--- src/rtl/rom16x1_burst_reader.sv ---
// rtl/rom16x1_burst_reader.sv - burst sequencer reading 1..16 bits out of a ROM16X1A LUT-ROM
//
// Purpose:
//   On START (sampled only while idle) walks the ROM address from SADDR for
//   LEN+1 consecutive locations (4-bit wrap), holds each address RD_LAT
//   cycles, samples DO0 into DOUT[index] and then presents the packed word
//   on a valid/ready port until the consumer accepts it.
//
// Ports:
//   CK        clock, all state updates on the rising edge
//   RSTN      synchronous active-low reset, highest priority
//   START     burst request, ignored while BUSY
//   SADDR[3:0] start address, latched with START
//   LEN[3:0]  number of bits minus 1, latched with START
//   BUSY      high in every state except IDLE
//   AD0..AD3  ROM address pins (AD0 = LSB), driven from a register
//   DO0       ROM data output, sampled unmasked
//   DOUT[15:0] packed result, bits above LEN read as 0
//   DVALID    DOUT valid
//   DREADY    consumer accepts DOUT

module rom16x1_burst_reader #(
  parameter int RD_LAT = 1
) (
  input  logic        CK,
  input  logic        RSTN,
  input  logic        START,
  input  logic [3:0]  SADDR,
  input  logic [3:0]  LEN,
  output logic        BUSY,
  output logic        AD0,
  output logic        AD1,
  output logic        AD2,
  output logic        AD3,
  input  logic        DO0,
  output logic [15:0] DOUT,
  output logic        DVALID,
  input  logic        DREADY
);

  typedef enum logic [1:0] {
    ST_IDLE  = 2'd0,
    ST_FETCH = 2'd1,
    ST_HOLD  = 2'd2
  } state_t;

  // Last wait count before DO0 is sampled; RD_LAT is limited to 1..3.
  localparam logic [1:0] WAIT_LAST = 2'(RD_LAT - 1);

  state_t      state_q;
  logic [3:0]  addr_q;
  logic [3:0]  idx_q;
  logic [3:0]  rem_q;
  logic [1:0]  wait_q;
  logic [15:0] dout_q;
  logic        busy_q;
  logic        dvalid_q;

  logic [3:0]  addr_d;
  logic [3:0]  idx_d;
  logic [3:0]  rem_d;
  logic        sample_now;

  // Step values used when one ROM bit has been captured; all wrap silently.
  always_comb begin
    addr_d     = addr_q + 4'd1;
    idx_d      = idx_q + 4'd1;
    rem_d      = rem_q - 4'd1;
    sample_now = (wait_q == WAIT_LAST);
  end

  always_ff @(posedge CK) begin
    if (!RSTN) begin
      state_q  <= ST_IDLE;
      addr_q   <= 4'd0;
      idx_q    <= 4'd0;
      rem_q    <= 4'd0;
      wait_q   <= 2'd0;
      dout_q   <= 16'h0000;
      busy_q   <= 1'b0;
      dvalid_q <= 1'b0;
    end else begin
      case (state_q)
        ST_IDLE: begin
          if (START) begin
            addr_q  <= SADDR;
            rem_q   <= LEN;
            idx_q   <= 4'd0;
            wait_q  <= 2'd0;
            dout_q  <= 16'h0000;
            busy_q  <= 1'b1;
            state_q <= ST_FETCH;
          end
        end

        ST_FETCH: begin
          if (sample_now) begin
            // Address has been stable RD_LAT cycles: capture and advance.
            dout_q[idx_q] <= DO0;
            wait_q        <= 2'd0;
            if (rem_q == 4'd0) begin
              // Final bit: address stays put, result goes valid.
              dvalid_q <= 1'b1;
              state_q  <= ST_HOLD;
            end else begin
              addr_q <= addr_d;
              idx_q  <= idx_d;
              rem_q  <= rem_d;
            end
          end else begin
            wait_q <= wait_q + 2'd1;
          end
        end

        ST_HOLD: begin
          // START is deliberately not looked at here, even on the handshake edge.
          if (DREADY) begin
            dvalid_q <= 1'b0;
            busy_q   <= 1'b0;
            state_q  <= ST_IDLE;
          end
        end

        default: begin
          dvalid_q <= 1'b0;
          busy_q   <= 1'b0;
          state_q  <= ST_IDLE;
        end
      endcase
    end
  end

  assign BUSY   = busy_q;
  assign DVALID = dvalid_q;
  assign DOUT   = dout_q;
  assign AD0    = addr_q[0];
  assign AD1    = addr_q[1];
  assign AD2    = addr_q[2];
  assign AD3    = addr_q[3];

endmodule

--- config.mk ---
export PLATFORM = sky130hd
export DESIGN_NAME = rom16x1_burst_reader
export DESIGN_NICKNAME = d
export VERILOG_FILES = /design/src/rtl/rom16x1_burst_reader.sv
export SDC_FILE = /design/constraint.sdc
export NUM_CORES = 1
export LEC_CHECK = 0
export CORE_MARGIN = 10
export CORE_UTILIZATION = 46
export CTS_CLUSTER_DIAMETER = 120
export CTS_CLUSTER_SIZE = 16
export DETAILED_ROUTE_END_ITERATION = 12
export MAX_ROUTING_LAYER = met4
export PLACE_DENSITY_LB_ADDON = 0.05
export SLEW_MARGIN = 5
export SYNTH_ARGS = -nofsm -noshare
export SYNTH_HDL_FRONTEND = slang
export SYNTH_SLANG_ARGS = --single-unit
--- constraint.sdc ---
create_clock -name CK -period 1.9 [get_ports CK]
set_clock_uncertainty 0.15 [all_clocks]
set_input_delay 0.285 -clock CK [delete_from_list [all_inputs] [get_ports CK]]
set_output_delay 0.285 -clock CK [all_outputs]
set_load 0.05 [all_outputs]
# [After elaboration in Yosys (flattened, before gate mapping)]
# Index checks and enable logic that the tools add are counted.
[word_totals] register_bits=34 in_bits=13 out_inout_bits=22
[classes] add_sub_neg=4 magnitude_cmp=2 eq_ne=7 muxes=32 n_bitwise=2 n_reduce_logical=11
[ops] cell="4-bit two-way mux" n=9
[ops] cell="16-bit two-way mux" n=2
[ops] cell="16-bit one-hot mux with 2 select lines" n=1
[ops] cell="4-bit one-hot mux with 2 select lines" n=3
[ops] cell="16-bit bitwise mux" n=1
[ops] cell="2-bit two-way mux" n=6
[ops] cell="4-bit AND reduction" n=3
[ops] cell="2-bit inequality test, second input constant" n=5
[ops] cell="4-bit by 1-bit adder with 4-bit output, second input constant" n=2
[ops] cell="1-bit one-hot mux with 3 select lines" n=2
[ops] cell="2-bit one-hot mux with 3 select lines" n=1
[ops] cell="3-bit AND reduction" n=2
[ops] cell="4-bit by 5-bit less-than comparator with 1-bit output, second input constant" n=1
[ops] cell="1-bit two-way mux" n=5
[ops] cell="1-bit demux with 4-bit select" n=1
[ops] cell="4-bit by 1-bit >= comparator with 1-bit output, second input constant" n=1
[ops] cell="2-bit logical NOT" n=2
[ops] cell="4-bit logical NOT" n=1
[ops] cell="2-bit one-hot mux with 2 select lines" n=1
[ops] cell="4-bit by 1-bit subtractor with 4-bit output, second input constant" n=1
[ops] cell="2-bit by 1-bit adder with 2-bit output, second input constant" n=1
[ops] cell="2-bit by 1-bit == test with 1-bit output, second input constant" n=1
[ops] cell="2-bit == test, second input constant" n=1
[ops] cell="1-bit NOT" n=2
[ops] cell="3 further kinds" n=3

# [Depth between registers and ports, before layout]
[logic_depth] word_depth=7 depth_mapped=7 mapped_depth_nobuf=6

# [Worst setup path after synthesis]
# OpenSTA, ideal clock, no wires.
[synth_timing] kind="reg-to-reg" start="reg rem_q[0]" end="reg idx_q[1]" t_arrival_ns=1.559 slack_ns=0.063 path_stages_with_launch=8 path_buffers=1 period_less_slack_ns=1.837 path_cell_list="dfxtp_1 inv_1 ha_1 nor3b_2 a211oi_2 buf_6 a2bb2oi_1 nor2_1"
[synth_between] elab_chain_len=3
[synth_lines] element="from (decl)" line_no="53" rtl="logic [3:0] rem_q;"
[synth_lines] element="from (signal assigned)" line_no="108" rtl="rem_q <= rem_d;"
[synth_lines] element="4-bit logical NOT" line_no="101" rtl="if (rem_q == 4'd0) begin"
[synth_lines] element="2-bit inequality test (no source line)"
[synth_lines] element="4-bit AND reduction (no source line)"
[synth_lines] element="to (signal assigned)" line_no="107" rtl="idx_q <= idx_d;"
[synth_lines] element="to (decl)" line_no="52" rtl="logic [3:0] idx_q;"
# No other way between the ends.
# A chain may end at the register's enable or synchronous reset.

# [Final worst setup path]
[layout_timing] start="reg rem_q[0]" end="reg addr_q[2]"
[layout_between] elab_chain_len=3
[layout_lines] element="4-bit logical NOT" line_no="101"
[layout_lines] element="2-bit inequality test (no source line)"
[layout_lines] element="4-bit AND reduction (no source line)"
[layout_lines] element="to (signal assigned)" line_no="106" rtl="addr_q <= addr_d;"
[layout_lines] element="to (decl)" line_no="51" rtl="logic [3:0] addr_q;"
# No other way between the ends.

==> results.json <==
{
  "final_common_cell": "buf_4",
  "nNetsFinal": 280,
  "diodes": 0,
  "max_freq_mhz": 565,
  "synth_nets": 239,
  "synthCells": 218,
  "seq_area_frac_synth_pct": 38.6,
  "start_kind": "flip-flop",
  "setup_violations": 0,
  "use_met3_pct": 3.82,
  "htree_levels": 2,
  "fin_crit_sh_pct": 93.2,
  "async_flop_share_pct": 0,
  "clock_sinks": 34,
  "yosysWarnings": 0,
  "met2_usage_pct": 25.1,
  "critPathArrivalTime_ns": 1.79,
  "drt-total-wl_microns": 4760,
  "core-area_sq_um": 3690,
  "clk_path_buf_depth": 2,
  "ioPinCount": 35,
  "fp.dieH_microns": 81.9,
  "grt_pass1_wl_microns": 7960,
  "area_growth_pct": 32.2,
  "status": "finished clean",
  "die-area_sq_um": 6710,
  "final-instance-count-excl-fill": 308,
  "cts_tree": "built",
  "busiest_layer": "met2",
  "antenna_found_initial": 0,
  "ys_types": 48,
  "hold_viol": 0,
  "ir_drop_mv": 0.653,
  "syn_avg_cell_area_sq_um": 8.09,
  "tns_ns": 0,
  "synth_flop_cell": "dfxtp_1",
  "rsz0062_at_grt": "false",
  "port_buffers": 34,
  "overflow": 0,
  "cts_root_buffer": "clkbuf_8",
  "initial_utilization_pct": 47.8,
  "place_inst": 299,
  "leakage_nw": 0.928,
  "drv_slew": 0,
  "relSlewSlack_pct": 64.7,
  "clkLatencyLatePin_ns": 0.28,
  "globalplace.congestion": 0.802,
  "ys_ff_latch": 34,
  "layout_common_cells": "42 x buf_4, 38 x a21oi_1, 32 x dfxtp_1, 18 x o21ai_0, 16 x nor2_1",
  "rows": 22,
  "worstPathMaxFanout": 5,
  "final_core_util_pct": 63.2,
  "max_cap_violations": 0,
  "avgViaCountPerCell": 5.77,
  "remaining_drc_errors": 0,
  "drive_above_1_share_pct": 24.6,
  "drtIter0Drc": 121,
  "finalCriticalPeriod_ns": 1.77,
  "required_ns": 1.92,
  "drt-wirelength-per-cell_microns": 15.5,
  "gr-usage-all-layers_pct": 15.2,
  "cp-end-kind": "flip-flop",
  "grt_pass1_vias": 1701,
  "grt_util_met1_pct": 18.0,
  "drt_first_pass_iters": 5,
  "ant_nets": 0,
  "syn_area_sq_um": 1760,
  "grt_max_degree": 29,
  "cts_buffers": 5,
  "hp-class": "flip-flop to flip-flop",
  "worstSetupPathType": "flip-flop to flip-flop",
  "r2r_cells": 7,
  "clk_pin_slew_ns": 0.08,
  "place_hpwl_microns": 3550,
  "synth_edf_count": 0,
  "fp.dieW_microns": 81.9,
  "num_vias": 1777,
  "p_per_area_nw_per_um2": 969,
  "tightest_slew_ns": 0.528,
  "holdPathStages": 2
}
## metal layers
metal / share of wire, % / routed length [microns] / up-vias
met3: 7.6 / 363 / 7
met1: 42 / 1980 / 834
met5: 0 / 0 / -
met4: 0.84 / 40 / 0
li1: - / - / 870
met2: 50 / 2380 / 66
## cell type report
type | count | area (sq um)
fillers | 333 | 1360
multi-input cells | 153 | 958
flip-flops and latches | 34 | 683
repair buffers | 55 | 455
clock buffers | 5 | 68.8
clock inverters | 3 | 68.8
well taps | 48 | 60.1
inverters | 10 | 37.5
## synthesized netlist by cell type (3+ instances only)
cell      count  area, sq um
a21oi_1      38          190
a31oi_1       5         31.3
buf_1         3         11.3
buf_2         5         25.0
clkbuf_1     10         37.5
dfxtp_1      34          681
ha_1          8          100
inv_1        10         37.5
nand2_1       4         15.0
nand2b_1      3         18.8
nand3_1      14         70.1
nand4_1       4         25.0
nor2_1       16         60.1
nor3b_1       3         22.5
o21ai_0      18         90.1
## where the power goes
group	leakage, nW	internal, mW	switching, mW	total (mW)
clock	0.0683	0.526	0.272	0.797
combinational	0.583	0.285	0.366	0.650
sequential	0.277	0.762	0.0500	0.812
## state kept, by name, summed over array words and instances, names as in the netlist
register	flops
DOUT	16
rem_q	4
addr_q	4
BUSY	1
wait_q	2
idx_q	4
state_q	2
DVALID	1
## worst max-delay path, cell delays in order, from the launching register on
cell and delay (ns):
dfxtp_2 0.35, inv_1 0.06, ha_1 0.21, nor3b_2 0.17, a211oi_2 0.22, buf_4 0.19
o21ai_1 0.07, a32o_1 0.25
## cells by family after synthesis
| kind of cell | count (synthesis) | synth area share [%] |
|---|---|---|
| AO/OA/AOI/OAI | 82 | 28.3 |
| flip-flops | 34 | 38.6 |
| multiplexers | 2 | 1.21 |
| adder cells (fa/ha/maj) | 8 | 5.67 |
| AND/OR/NAND/NOR | 60 | 18.2 |
| buffers and inverters | 31 | 7.52 |
| XOR/XNOR | 1 | 0.497 |
## through the flow
stage	hold WS, ns	power [mW]	setup WS (ns)	instance area, sq um
finish	0.327	2.26	0.129	2330
global route	0.370	2.39	0.0146	2330
CTS	0.333	2.24	0.00799	2300
detailed placement	0.321	1.44	-0.0710	2160
global placement	0.307	1.43	-0.0303	2160
floorplan	0.253	1.23	0.0633	1760
## path summary, 6_finish.rpt
path,from,to,slack [ns]
setup / recovery,rem_q[0],addr_q[2],0.13
hold / removal,DOUT[1],DOUT[1],0.33
setup reg to reg,rem_q[0],addr_q[2],0.13
hold reg to reg,DOUT[1],DOUT[1],0.33
## repair_timing
item                                    CTS  global route
hold buffers                              0             0
resized for setup                         0             5
buffers inserted                          0             1
endpoints found under the setup margin    0            16
Note: power is estimated with default switching activity, not from simulation.
==> variant: new RTL, same flow settings <==
Reset style: asynchronous (`RSTN`), changed in one clocked block. Comments in the files are not updated.
--- a/src/rtl/rom16x1_burst_reader.sv
+++ b/src/rtl/rom16x1_burst_reader.sv
@@ -69,7 +69,7 @@
     sample_now = (wait_q == WAIT_LAST);
   end
 
-  always_ff @(posedge CK) begin
+  always_ff @(posedge CK or negedge RSTN) begin
     if (!RSTN) begin
       state_q  <= ST_IDLE;
       addr_q   <= 4'd0;
Check against the original RTL: differs if RSTN is asserted again (counterexample within 4 cycles, from zero or initial values and one cycle with RSTN low); with RSTN held inactive, the same outputs for 10 cycles.
==> variant against the original RTL <==
  * First-iteration DRC count is 23% lower
  * Sequential cell count stayed put
  * Wire length is 6.6% lower
  * Via count down 13%
  * Area after synthesis up 0.50%
  * Worst setup slack lost 86 ps
  * Synthesized cell count decreased by 15%
  * Worst hold slack got worse by 69 ps
  * Cell area decreased by 1.1%
  * Critical path type unchanged
Power is not compared: it rests on default switching activity, and its combinational part moved more than twofold at a synthesized area within 25%.
==> variant: results (changes against the original RTL) <==
* Vias in the first global route at 1601 (was 1701)
* Total wire length at 4.45 mm (was 4.76 mm)
* Worst path slowest cell: or4b_1 (was dfxtp_2)
* Synth top area cells: dfrtp_1, mux2i_1, ha_1 (was dfxtp_1, a21oi_1, ha_1)
* Peak VDD IR at 0.908 mV
* Ratio of cells with drive above 1 in the final layout at 0.226 (was 0.246)
* CP Data Arrival Time at 1930 ps (was 1790 ps)
* IO buf count at 34 (unchanged)
* Hold_ws at 258 ps (was 327 ps)
* Largest net degree at the start of global routing at 35 (was 29)
* H-Tree Depth at 2 (unchanged)
* Final nets at 252 (was 280)
* Fill count at 323 (was 333)
* Starting DRT DRC Count at 93 (was 121)
* Worst R2R End: idx_q[3] (was addr_q[2])
* Status: complete, no violations (unchanged)
* Antenna violations before repair at 0 (unchanged)
* Worst relative slew slack at 0.708 (was 0.647)
* CTS max path bufs at 2 (unchanged)
* Clock slew at reported path FFs at 60 ps (was 80 ps)
* Net Sw Power at 2.04 mW
* Hold Crit Class: primary input to async pin (was register to register)
* Internal reg-to-reg setup slack at 40 ps (was 130 ps)
* Max incr delay on CP at 520 ps (was 350 ps)
* Leak pwr at 1.13 nW
* Met2 Wirelength at 2.05 mm (was 2.38 mm)
* Met1 wire length at 2.03 mm (was 1.98 mm)
* First-pass GRT wire length at 7.64 mm (was 7.96 mm)
* Crit. Startpoint: rem_q[0] (unchanged)
* Async SR Flop Fraction at 1.00 (was 0)
* GPL Wtd Cong at 0.804 (was 0.802)
* Worst R2R Path Depth at 6 (was 7)
* Via density at 5.57 (was 5.77)
* Commonest cells post-synth: dfrtp_1, nand2_1, mux2i_1 (was a21oi_1, dfxtp_1, o21ai_0)
* Mapped Nets at 206 (was 239)
* Met3 WL post-DR at 294 µm (was 363 µm)
* Synth unique cells at 37 (was 48)
* GRT Total Usage at 0.149 (was 0.152)
* Sequential fraction of the synthesis area at 0.480 (was 0.386)
* TritonRoute pass-1 iters at 4 (was 5)
* Post-DP HPWL at 3.21 mm (was 3.55 mm)
[variant: power groups by stage]
stage                     clock (mW)  sequential [mW]  combinational, mW
final                          0.530             1.23               2.47
after global routing           0.577             1.27               2.73
after CTS                      0.545             1.22               2.47
after detailed placement           0             1.24               2.41
after global placement             0             1.22               2.34
after floorplan                    0             1.72               1.13
[variant: critical path, delay by kind of cell (launching register included)]
| family | cells | cell delay, ps |
|---|---|---|
| AND/OR/NAND/NOR | 3 | 770 |
| AO/OA/AOI/OAI | 1 | 280 |
| buffers and inverters | 1 | 60 |
| flip-flops | 1 | 370 |
| adder cells (fa/ha/maj) | 1 | 170 |
[variant: how the worst max path moves through the flow]
stage,to,cells past startpoint
2_1_floorplan,idx_q[3],6
3_3_place_gp,idx_q[3],5
3_5_place_dp,idx_q[3],5
4_1_cts,idx_q[3],6
5_1_grt,idx_q[3],6
6_report,idx_q[3],6
[variant: layout make-up]
cell class	count	area, µm²	share of cell area
Timing Repair Buffer	50	405	0.176
Inverter	9	33.8	0.0146
Clock buffer	6	82.6	0.0358
Tap cell	48	60.1	0.0260
Multi-Input combinational cell	131	875	0.379
Sequential cell	34	851	0.369
[variant: kinds of logic after synthesis]
logic type,synth area share
mux,0.0847
fa+ha+maj,0.0565
xor+xnor,0.00494
buf+inv,0.0438
compound gates,0.143
simple gates,0.188
flops,0.480
[variant: routing by layer]
| metal | up-vias | GRT usage |
|---|---|---|
| li1 | 743 | - |
| met1 | 755 | 0.183 |
| met2 | 41 | 0.223 |
| met3 | 10 | 0.0546 |
| met4 | 0 | 0.0459 |
| met5 | - | - |
[variant: per-stage QoR]
stage          total power [mW]  setup slack, ps  instances  utilization  area [µm²]
2_1_floorplan              2.85             32.6        185            -        1770
3_3_place_gp               3.57            -72.2        270        0.591        2180
3_5_place_dp               3.65             -134        270        0.591        2180
4_1_cts                    4.24             2.83        278        0.620        2290
5_1_grt                    4.58            -3.33        278        0.626        2310
6_report                   4.24             43.3        278        0.626        2310
[variant: repair_timing]
action                                  4_1_cts  5_1_grt
buffers inserted                              2        0
gates resized for setup                       3        6
pin swaps                                     1        0
endpoints found under the setup margin        1        4
